--- src/rtl/serial_tx.sv ---
// ---------------------------------------------------------------------------
// serial_tx : valid/ready parallel-in, async-serial-out transmitter
//             (start, DATA_W bits LSB first, optional even parity, stop)
// Revision  : 1.0
// ---------------------------------------------------------------------------
`default_nettype none

module serial_tx #(
  parameter int DATA_W       = 8,
  parameter int CLKS_PER_BIT = 4,
  parameter int PARITY_EN    = 0
) (
  input  logic              clk,
  input  logic              rst,
  input  logic [DATA_W-1:0] tx_data,
  input  logic              tx_valid,
  output logic              tx_ready,
  output logic              tx_out,
  output logic              busy
);

  localparam int CNT_W = (CLKS_PER_BIT > 1) ? $clog2(CLKS_PER_BIT) : 1;
  localparam int BIT_W = (DATA_W > 1) ? $clog2(DATA_W) : 1;
  localparam logic [CNT_W-1:0] CNT_LAST = CNT_W'(CLKS_PER_BIT - 1);
  localparam logic [BIT_W-1:0] BIT_LAST = BIT_W'(DATA_W - 1);

  typedef enum logic [2:0] {
    IDLE   = 3'd0,
    START  = 3'd1,
    DATA   = 3'd2,
    PARITY = 3'd3,
    STOP   = 3'd4
  } state_t;

  state_t            state, state_n;
  logic [CNT_W-1:0]  clk_cnt, clk_cnt_n;
  logic [BIT_W-1:0]  bit_cnt, bit_cnt_n;
  logic [DATA_W-1:0] shreg, shreg_n;
  logic              par, par_n;
  logic              tx_out_n;
  logic              bit_end;

  assign bit_end  = (clk_cnt == CNT_LAST);
  assign tx_ready = (state == IDLE);
  assign busy     = (state != IDLE);

  always_ff @(posedge clk or posedge rst) begin
    if (rst) begin
      state   <= IDLE;
      clk_cnt <= '0;
      bit_cnt <= '0;
      shreg   <= '0;
      par     <= 1'b0;
      tx_out  <= 1'b1;
    end else begin
      state   <= state_n;
      clk_cnt <= clk_cnt_n;
      bit_cnt <= bit_cnt_n;
      shreg   <= shreg_n;
      par     <= par_n;
      tx_out  <= tx_out_n;
    end
  end

  always_comb begin
    state_n   = state;
    clk_cnt_n = clk_cnt;
    bit_cnt_n = bit_cnt;
    shreg_n   = shreg;
    par_n     = par;
    case (state)
      IDLE: begin
        if (tx_valid) begin
          shreg_n   = tx_data;
          par_n     = ^tx_data;
          clk_cnt_n = '0;
          state_n   = START;
        end
      end
      START, PARITY, STOP: begin
        if (bit_end) begin
          clk_cnt_n = '0;
          if (state == START)     state_n = DATA;
          else if (state == STOP) state_n = IDLE;
          else                    state_n = STOP;
        end else begin
          clk_cnt_n = clk_cnt + CNT_W'(1);
        end
      end
      DATA: begin
        if (bit_end) begin
          clk_cnt_n = '0;
          shreg_n   = shreg >> 1;
          if (bit_cnt == BIT_LAST) begin
            bit_cnt_n = '0;
            state_n   = (PARITY_EN != 0) ? PARITY : STOP;
          end else begin
            bit_cnt_n = bit_cnt + BIT_W'(1);
          end
        end else begin
          clk_cnt_n = clk_cnt + CNT_W'(1);
        end
      end
      default: state_n = IDLE;
    endcase
  end

  // Line level is decoded from the next state so tx_out stays a pure register.
  always_comb begin
    tx_out_n = 1'b1;
    case (state_n)
      START:   tx_out_n = 1'b0;
      DATA:    tx_out_n = shreg_n[0];
      PARITY:  tx_out_n = par_n;
      default: tx_out_n = 1'b1;
    endcase
  end

endmodule

`default_nettype wire
--- config.mk ---
export PLATFORM = sky130hd
export DESIGN_NAME = serial_tx
export DESIGN_NICKNAME = d
export VERILOG_FILES = /design/src/rtl/serial_tx.sv
export SDC_FILE = /design/constraint.sdc
export NUM_CORES = 1
export LEC_CHECK = 0
export CORE_UTILIZATION = 55
export CTS_CLUSTER_SIZE = 40
export DETAILED_ROUTE_END_ITERATION = 10
export DONT_BUFFER_PORTS = 1
export PLACE_DENSITY_LB_ADDON = 0.1
export SYNTH_ARGS = -nofsm -noshare
export SYNTH_HDL_FRONTEND = slang
export SYNTH_SLANG_ARGS = --single-unit
export TNS_END_PERCENT = 5
--- constraint.sdc ---
create_clock -name clk -period 3.3 [get_ports clk]
set_input_delay 0 -clock clk [delete_from_list [all_inputs] [get_ports clk]]
set_output_delay 0 -clock clk [all_outputs]
set_load 0.05 [all_outputs]
==> metrics.md <==
| Metric | Value |
|---|---|
| Part of the cycle the worst path needs | `57.7%` |
| Die Area | `1860 µm²` |
| Post-route cell area | `1050 µm²` |
| Layout cells sized above 1 | `7.92%` |
| Ranking of synthesized cells by area | `dfrtp_1, nand2_1, xnor2_1, a22oi_1, ha_1` |
| Final WL | `1660 µm` |
| Total gr overflow | `0` |
| Number of routed nets with antenna violations | `0` |
| Count of cell types in the netlist | `24` |
| Core ar. | `1540 µm²` |
| Worst Tran Pin Value | `0.639 ns` |
| Synth top area share | `45.8%` |
| Post-synthesis cell count | `91` |
| Io pins | `14` |
| Pre-CTS setup slack | `1.57 ns` |
| Worst setup EP type | `output port` |
| Final HPWL DP | `1080 µm` |
| Fin. max-slew vios | `0` |
| Ys flop type | `dfrtp_1` |
| Worst skew pair latency | `0.29 ns` |
| Vias in the first global route | `622` |
| Post-synth ARST share | `100%` |
| P&R area growth vs syn | `13.1%` |
| Gr usage total | `20.4%` |
| Iter 0 DRT Violations | `20` |
| Die H | `43.1 µm` |
| IO buf count | `0` |
| PD cells | `813 nW/µm²` |
| First-pass GRT wire length | `2710 µm` |
| Fin crit period | `1.90 ns` |
| Max FO, Critical Path | `11` |
| TritonRoute pass-1 iters | `4` |
| CTS clk-pin slew, worst paths | `0.10 ns` |
| Fin worst setup slack | `1.40 ns` |
| Status | `finished clean` |
| Seq/Total Area, Yosys | `48.7%` |
| Root Buffer | `clkbuf_4` |
| Initial Utilization | `60.2%` |
| Post-CTS sizing | `0` |
| Clk sinks | `18` |
| EDFF count, synth | `0` |
| Worst Path Arrival | `1.90 ns` |
| Number of synthesized register bits | `18` |
| Placement Cell Area | `933 µm²` |
| Synth warn | `0` |
| # Post-CTS Setup Buffers | `0` |
| Crit Path Category | `reg2out` |
| Syn avg cell area | `10.2 µm²` |
| Area of the multi-input gates | `443 µm²` |
| Leakage | `0.480 nW` |
| Peak Freq | `525 MHz` |
| Worst Path Required | `3.30 ns` |
| Largest net degree at the start of global routing | `19` |
| Area leader, netlist | `dfrtp_1` |
| Hold Path Class | `in2reg` |
| CTS Buffer Depth | `2` |
| Setup TNS | `0 ns` |
| Clock buffers created by TritonCTS | `3` |
| Top cells by count, synth | `dfrtp_1, nand2_1, nor2_1, xnor2_1, a22oi_1` |
| Final hold violations | `0` |
| Post-route core utilization | `68.1%` |
| RSZ-0062 raised after global routing | `false` |
| Worst relative slew slack | `57.3%` |
| Worst IR Drop VDD | `0.406 mV` |
| Fill cells | `123` |
| Startpoint class of the critical path | `flip-flop` |
| Sequential Area | `452 µm²` |
| Syn nets | `105` |
| DIE WIDTH | `43.1 µm` |
| Via count | `681` |
| Floorplan row count | `14` |
| ANT cells | `0` |
| CTS tree | `done` |
| Number of setup violations in the final report | `0` |
| Routability congestion estimate | `0.764` |
| Worst Skew | `0.00529 ns` |
| Nets | `116` |
| Detailed-route vias per instance | `5.82` |
| Power Total | `0.853 mW` |
| Post-Syn Area | `928 µm²` |
| CTS H-Tree Depth | `1` |
| Drt wl/cell | `14.2 µm` |
| Antenna violations before repair | `0` |
| Max-cap check violation count | `0` |
| DR DRC count | `0` |
-- metrics by stage --
step	instances	hold slack, ns
final	117	0.0181
after detailed placement	104	0.00945
after floorplan	91	-0.0622
after CTS	117	0.0140
after global routing	117	0.0333
after global placement	104	0.00198
-- path summary, 6_finish.rpt --
check | startpoint | to | slack [ns] | depth (start not counted)
hold / removal | tx_data[0] | shreg[0] | 0.02 | 2
hold reg to reg | shreg[3] | shreg[3] | 0.49 | 2
max in group asynchronous | rst | state[1] | 2.66 | 2
setup reg to reg | clk_cnt[0] | tx_out | 1.57 | 5
setup / recovery | state[2] | tx_ready | 1.40 | 2
min in group asynchronous | rst | shreg[7] | 0.23 | 2
-- layout by cell type, fill, tap and decap left out, types with 2 or more instances in the layout --
| master | n |
|---|---|
| nand2b_1 | 3 |
| a21oi_1 | 3 |
| o21ai_1 | 2 |
| dfrtp_1 | 17 |
| inv_1 | 3 |
| nand2_1 | 17 |
| mux2_1 | 2 |
| xnor2_1 | 7 |
| dlygate4sd3_1 | 9 |
| clkbuf_4 | 3 |
| a22oi_1 | 6 |
| nand3b_1 | 3 |
| nor2_1 | 7 |
| a32o_1 | 3 |
| ha_1 | 3 |
| o21ai_0 | 3 |
-- registers in the layout, indices dropped and copies added (netlist names) --
signal   flops
state        3
bit_cnt      3
par          1
shreg        8
tx_out       1
clk_cnt      2
-- critical path, cell delays in order, from the launching register on --
cell and delay (ns):
dfrtp_1 0.50, or3_1 0.67, inv_1 0.44
-- per-layer routing --
metal	wire length [µm]	track usage (%)	vias to the layer above
li1	-	-	337
met1	798	28.3	326
met2	770	30.1	14
met3	56	3.83	4
met4	31	10.9	0
met5	0	0	-
-- where the power goes --
| part | internal, mW | total, mW | switching (mW) |
|---|---|---|---|
| Combinational | 0.137 | 0.338 | 0.201 |
| Sequential | 0.314 | 0.403 | 0.0886 |
| Clock | 0.0470 | 0.113 | 0.0658 |
| Total | 0.498 | 0.853 | 0.355 |
-- layout make-up --
cell class                      instances  area share [%]
Clock buffer                            4            2.50
Multi-Input combinational cell         66            42.2
Timing Repair Buffer                   10            9.30
Inverter                                3            1.07
Tap cell                               16            1.91
Sequential cell                        18            43.0
-- logic make-up after synthesis --
logic type,synth area share (%)
buffers and inverters,3.64
multiplexers,2.43
AO/OA/AOI/OAI,15.0
flip-flops,48.7
XOR/XNOR,6.60
adder cells (fa/ha/maj),4.04
AND/OR/NAND/NOR,19.7
-- repair_timing --
action                     in CTS  in global routing
hold buffers                    9                  0
setup endpoints to repair       0                  0
hold endpoints to repair       26                  0
Power figures use the tool's default switching activity.
